==> config.mk <==
export PLATFORM = sky130hd
export DESIGN_NAME = fpcvt_seq_ctrl
export DESIGN_NICKNAME = d
export VERILOG_FILES = /design/src/rtl/fpcvt_seq_ctrl.sv
export SDC_FILE = /design/constraint.sdc
export NUM_CORES = 1
export LEC_CHECK = 0
export ABC_CLOCK_PERIOD_IN_PS = 2100
export BUFFER_PORTS_ARGS = -buffer_cell sky130_fd_sc_hd__buf_2
export CAP_MARGIN = 0
export CORE_ASPECT_RATIO = 1.4
export CORE_MARGIN = 2
export CORE_UTILIZATION = 48
export DETAILED_ROUTE_END_ITERATION = 10
export PLACE_DENSITY = 0.68
export SETUP_SLACK_MARGIN = 0.4
export SLEW_MARGIN = 20
export SYNTH_ARGS = -nofsm -noshare
export SYNTH_HDL_FRONTEND = slang
export SYNTH_SLANG_ARGS = --single-unit
==> constraint.sdc <==
create_clock -name clk -period 2.1 [get_ports clk]
set_input_delay 0.42 -clock clk [delete_from_list [all_inputs] [get_ports clk]]
set_output_delay 0.42 -clock clk [all_outputs]
set_load 0.1 [all_outputs]
==> src/rtl/fpcvt_seq_ctrl.sv <==
// fpcvt_seq_ctrl: multi-cycle 12-bit two's-complement to {S,E,F} (value = F * 2^E) converter with valid/ready in and out
//   clk, rst_n (async active-low) | in_valid, in_ready, D[11:0] | out_valid, out_ready, S, E[2:0], F[3:0], sat
module fpcvt_seq_ctrl #(
  parameter bit ROUND_EN = 1'b1
) (
  input  logic        clk,
  input  logic        rst_n,
  input  logic        in_valid,
  output logic        in_ready,
  input  logic [11:0] D,
  output logic        out_valid,
  input  logic        out_ready,
  output logic        S,
  output logic [2:0]  E,
  output logic [3:0]  F,
  output logic        sat
);
  typedef enum logic [2:0] {IDLE, ABS, NORM, ROUND, DONE} state_t;
  state_t state, state_n;
  logic [11:0] d_q;
  logic [10:0] mag, mag_abs;
  logic [2:0]  exp_q, e_rnd;
  logic        sgn, sat_i, rb, ovf;
  logic [4:0]  f_sum;
  logic [3:0]  e_inc, f_rnd;
  assign in_ready  = state == IDLE;
  assign out_valid = state == DONE;
  // -2048 has no positive 11-bit twin, so it clamps to the largest magnitude
  assign mag_abs = d_q == 12'h800 ? 11'h7FF : d_q[11] ? ~d_q[10:0] + 11'd1 : d_q[10:0];
  assign rb      = ROUND_EN & mag[6];
  assign f_sum   = {1'b0, mag[10:7]} + {4'd0, rb};
  // mantissa carry renormalises to 1000 and bumps the exponent; past 7 it saturates
  assign e_inc   = {1'b0, exp_q} + {3'd0, f_sum[4]};
  assign ovf     = e_inc[3];
  assign f_rnd   = ovf ? 4'hF : f_sum[4] ? 4'h8 : f_sum[3:0];
  assign e_rnd   = ovf ? 3'd7 : e_inc[2:0];
  always_ff @(posedge clk or negedge rst_n)
    if (!rst_n) state <= IDLE;
    else state <= state_n;
  always_comb begin
    state_n = state;
    case (state)
      IDLE:    state_n = in_valid ? ABS : IDLE;
      ABS:     state_n = NORM;
      NORM:    state_n = (mag[10] || exp_q == 3'd0) ? ROUND : NORM;
      ROUND:   state_n = DONE;
      DONE:    state_n = out_ready ? IDLE : DONE;
      default: state_n = IDLE;
    endcase
  end
  always_ff @(posedge clk or negedge rst_n)
    if (!rst_n) begin
      d_q   <= '0;
      mag   <= '0;
      exp_q <= '0;
      sgn   <= 1'b0;
      sat_i <= 1'b0;
      S     <= 1'b0;
      E     <= '0;
      F     <= '0;
      sat   <= 1'b0;
    end else begin
      if (state == IDLE && in_valid) d_q <= D;
      if (state == ABS) begin
        sgn   <= d_q[11];
        mag   <= mag_abs;
        exp_q <= 3'd7;
        sat_i <= d_q == 12'h800;
      end
      if (state == NORM && !mag[10] && exp_q != 3'd0) begin
        mag   <= {mag[9:0], 1'b0};
        exp_q <= exp_q - 3'd1;
      end
      if (state == ROUND) begin
        S   <= sgn;
        E   <= e_rnd;
        F   <= f_rnd;
        sat <= sat_i | ovf;
      end
    end
endmodule

After elaboration in Yosys (flattened, before gate mapping)
Cells that the tools add are included.
{"block": "classes", "n_addsub": 4, "eq_ne": 5, "mux": 13, "bitwise_logic": 2, "n_reduce_logical": 9}
{"operator": "11-bit two-way mux", "n": 4}
{"operator": "3-bit case mux with 5 select lines", "n": 1}
{"operator": "12-bit equality test (second input constant)", "n": 1}
{"operator": "3-bit two-way mux", "n": 4}
{"operator": "11-bit by 1-bit adder with 11-bit output (second input constant)", "n": 1}
{"operator": "11-bit NOT", "n": 1}
{"operator": "4-bit two-way mux", "n": 2}
{"operator": "3-bit by 2-bit equality test with 1-bit output (second input constant)", "n": 2}
{"operator": "3-bit logical NOT", "n": 2}
{"operator": "4-bit by 1-bit adder with 5-bit output", "n": 1}
{"operator": "3-bit by 1-bit adder with 4-bit output", "n": 1}
{"operator": "3-bit by 1-bit equality test with 1-bit output (second input constant)", "n": 1}
{"operator": "3-bit equality test (second input constant)", "n": 1}
{"operator": "1-bit logical AND", "n": 3}
{"operator": "3-bit nonzero test", "n": 1}
{"operator": "3-bit by 1-bit subtractor with 3-bit output (second input constant)", "n": 1}
{"operator": "1-bit two-way mux", "n": 2}
{"operator": "2-bit nonzero test", "n": 1}
{"operator": "1-bit logical NOT", "n": 1}
{"operator": "1-bit logical OR", "n": 1}
{"operator": "1-bit OR", "n": 1}
{"block": "word_totals", "regBits": 40, "input_bits": 16, "out_inout_bits": 11, "elab_cells": 43}

Logic depth before layout (Yosys ltp)
{"block": "depth", "word_depth": 6, "depth_mapped": 8, "depth_no_buf": 8}

Least setup slack after synthesis
No wires, ideal clock.
{"block": "synth_timing", "path_type": "reg2reg", "startpoint": "register state[0]", "endpoint": "register d_q[0]", "setup_ps": 132, "arrival_ps": 3573, "setup_slack_ps": -1605, "path_stages_with_launch": 7, "path_buffers": 3, "cell_sequence": "dfrtp_1 -> clkbuf_1 -> nor3_1 -> and2_1 -> clkbuf_1 -> clkbuf_1 -> o21ai_0"}
{"block": "synth_between", "elab_chain_len": 2}
{"element": "from (decl)", "line": "19", "rtl": "state_t state, state_n;"}
{"element": "from (signal assigned)", "line": "39", "rtl": "else state <= state_n;"}
{"element": "3-bit logical NOT"}
{"element": "net in_ready", "line": "9", "rtl": "output logic in_ready,"}
{"element": "1-bit logical AND", "line": "63", "rtl": "if (state == IDLE && in_valid) d_q <= D;"}
{"element": "to (signal assigned)", "line": "53", "rtl": "d_q <= '0;"}
{"element": "to (signal assigned)", "line": "63"}
{"element": "to (decl)", "line": "20", "rtl": "logic [11:0] d_q;"}
The timed path passes the listed nets, and every way through them passes these cells.
A chain may end at the register's enable or synchronous reset.

Final worst setup path
{"block": "layout_timing", "startpoint": "register d_q[0]", "endpoint": "register mag[6]"}
{"block": "layout_between", "elab_chain_len": 6}
{"element": "11-bit NOT", "line": "29", "rtl": "assign mag_abs = d_q == 12'h800 ? 11'h7FF : d_q[11] ? ~d_q[10:0] + 11'd1 : d_q[10:0];"}
{"element": "11-bit by 1-bit adder with 11-bit output", "line": "29"}
{"element": "11-bit two-way mux", "line": "29"}
{"element": "11-bit two-way mux (*)", "line": "29"}
{"element": "11-bit two-way mux (*)", "line": "64", "rtl": "if (state == ABS) begin"}
{"element": "11-bit two-way mux (*)", "line": "70", "rtl": "if (state == NORM && !mag[10] && exp_q != 3'd0) begin"}
{"element": "to (signal assigned)", "line": "66", "rtl": "mag <= mag_abs;"}
{"element": "to (signal assigned)", "line": "71", "rtl": "mag <= {mag[9:0], 1'b0};"}
{"element": "to (decl)", "line": "21", "rtl": "logic [10:0] mag, mag_abs;"}
Every way passes the cells marked *; elsewhere a longest branch is shown, timed or not. The select of a mux whose other input is x is not followed.

==> impl_metrics.csv <==
group,metric,value,unit
placed_design,routabilityCongestion,0.8045,
worst_setup_path,critPathArrivalTime,2040,ps
min_path,hold_path.class,"in2async",
synth,avgSynthCellArea,10.14,µm²
cells_and_area,diodes,0,
floorplan,die_x,59.08,µm
synth,netlist_area,2038,µm²
worst_setup_path,cp-start-kind,"flop",
timing,finalCritPeriodShare,86.58,%
global_route,overflow,0,
global_route,grt_pass1_vias,1540,
floorplan,coreArea,4169,µm²
clock_network,clk_latency,300,ps
timing,finClkSkew,5.391,ps
clock_network,clockBufferDepth,2,
global_route,grt_usage,20.03,%
placed_design,placed_area,2301,µm²
cells_and_area,nets,279,
floorplan,dieArea,4791,µm²
placed_design,dp_hpwl,2803,µm
synth,async_flop_share,100.0,%
synth,syn_nets,224,
global_route,antenna_found_initial,0,
synth,synth_cell_types,44,
global_route,grt_pass1_wl,7155,µm
clock_network,cts_root_buffer,"clkbuf_8",
cells_and_area,syn_to_final_growth,40.33,%
clock_network,htreeDepth,2,
global_route,grt_max_degree,41,
detailed_routing,drcViolationCount,0,
global_route,top_usage_layer,"met2",
synth,ys_seq_area_share,49.11,%
timing,setup_ws,281.9,ps
worst_setup_path,required,2320,ps
worst_setup_path,cp-end-kind,"flop",
floorplan,die_h,81.10,µm
clock_network,clk_pin_slew,80,ps
global_route,met1_usage,24.28,%
cells_and_area,drive_gt1_share,47.86,%
detailed_routing,postRouteAntennaNets,0,
placed_design,post-place-ws,132.5,ps
clock_network,cts.sinks,40,
timing,finalSetupViolCount,0,
placed_design,place.port_buffers,26,
clock_network,cts_tree,"built",
detailed_routing,wirelength,4634,µm
synth,ys.flop_type,"dfrtp_1",
floorplan,num_rows,28,
detailed_routing,first_pass_iters,4,
timing,max_slew.worst_pin.slew,496.2,ps
global_route,use_met2,33.22,%
worst_setup_path,regToRegSetupSlack,280,ps
run_status,status,"complete, no violations",
floorplan,pin_count,27,
run,max-cap-violations,0,
cells_and_area,fillers,325,
cells_and_area,finalInstanceArea,2860,µm²
detailed_routing,vias,1669,
synth,synth_warnings,0,
synth,synth_edf_count,0,
detailed_routing,wl_per_cell,15.34,µm
clock_network,cts_buffers,5,
detailed_routing,drtIter0Drc,45,
timing,slew_violations,0,
timing,rsz0062_at_grt,"yes",
timing,slew-limit-headroom,66.92,%
synth,synthCells,201,
timing,max_freq,550.0,MHz
synth,synth_seq_cells,40,
worst_setup_path,criticalPathCategory,"reg2reg",
worst_setup_path,cp_max_fo,4,
global_route,use_met3,4.777,%
timing,hold_viol,0,
timing,timing.final.crit_period,1818,ps
detailed_routing,vias_per_cell,5.526,
floorplan,initial_core_util,48.89,%
-- registers in the layout, indices dropped and copies added (netlist names) --
name and flops:
E 3, mag 11, S 1, state 3, sat 1, sat_i 1
F 4, d_q 12, sgn 1, exp_q 3
-- stage by stage --
| step | TNS [ps] | std cells | hold WS (ps) | util [%] |
|---|---|---|---|---|
| floorplan | -357.3 | 201 | 124.4 | - |
| global placement | 0 | 269 | 459.8 | 55.19 |
| detailed placement | 0 | 269 | 472.3 | 55.19 |
| CTS | 0 | 292 | 179.0 | 63.33 |
| global route | 0 | 302 | 195.6 | 68.61 |
| finish | 0 | 302 | 162.1 | 68.61 |
-- metal layers --
metal / routed length, µm / vias to the layer above
li1: - / 820
met2: 2426 / 36
met1: 1897 / 798
met5: 0 / -
met4: 167 / 0
met3: 141 / 15
-- cells in the final DEF (no fill, tap or decap), types with 2 or more instances in the layout --
master	count
o22a_1	3
ha_2	4
a21oi_1	3
and2_2	2
or3b_4	2
nor3b_4	2
a21oi_2	5
buf_6	3
nor2_2	3
inv_1	6
dfrtp_2	4
nand2b_1	3
nor3b_1	2
nor3_1	3
nor2_1	10
buf_2	24
xor2_1	5
xnor2_1	4
a211oi_1	3
o21ai_0	13
inv_2	4
o21ai_1	5
buf_4	28
o31ai_2	3
nand3_1	3
a22oi_1	2
dfrtp_1	36
buf_12	3
o21bai_1	4
mux2_4	7
clkbuf_8	7
ha_4	3
nand2_1	18
-- path summary, 6_finish.rpt --
check                      startpoint  cells after the start  endpoint
hold reg to reg                 sat_i                      2     sat_i
setup reg to reg               d_q[0]                      6    mag[6]
min in group clk                 D[1]                      3    d_q[1]
hold / removal                  rst_n                      2      F[2]
setup / recovery               d_q[0]                      6    mag[6]
max in group asynchronous       rst_n                      2    d_q[3]
-- critical path, cell delays in order (launching register included) --
cell     delay, ps
dfrtp_1        400
inv_2           90
ha_4           150
or3b_4         400
nor4_4         300
and4b_1        250
o31ai_2        160
-- cell usage after synthesis, drive strengths merged (2+ instances only) --
library cell	number	share of area, %
or3b	2	0.86
nor2	14	2.6
inv	10	1.8
clkbuf	9	1.7
o21bai	4	1.5
and2	3	0.92
o22a	3	1.3
a211oi	4	1.5
a21oi	8	2.0
nand2b	3	0.92
xnor2	5	2.1
nor3b	4	1.7
o21ai	18	4.4
mux2	8	4.4
dfrtp	40	49
nand3	4	0.98
nor3	5	1.2
nor4	2	1.4
ha	7	4.3
o31ai	4	1.7
or3	2	0.68
nand2	19	3.5
a22oi	2	0.74
xor2	5	2.1
-- logic make-up after synthesis --
logic type                 after synthesis  share of synthesized area (%)
and+or+nand+nor                         64                          17.37
AOI/OAI and AO/OA                       51                          16.27
DFF                                     40                          49.11
buffers and inverters                   20                          3.744
xor gates and xnor gates                10                          4.297
muxes                                    9                          4.911
adders and majority gates                7                          4.297
-- cell type report --
type / instances / area (µm²) / share of cell area (%)
Inverter: 10 / 37.54 / 1.312
Clock inverter: 1 / 30.03 / 1.050
Clock buffer: 7 / 96.34 / 3.368
Timing Repair Buffer: 58 / 424.2 / 14.83
Tap cell: 45 / 56.30 / 1.969
Multi-Input combinational cell: 141 / 1210 / 42.30
Sequential cell: 40 / 1006 / 35.17
-- repair_timing --
item                                    in CTS  in global routing
hold buffers                                 0                  0
endpoints found under the hold margin        0                  0
setup buffers                               15                 10
gates resized for setup                     34                 28
cloned                                       0                  0
endpoints found under the setup margin      25                 37
pin swaps                                   10                 14
Power is left out: the tool's default activity adds up to more than one toggle a clock period on the data nets, which glitch-free logic cannot reach.
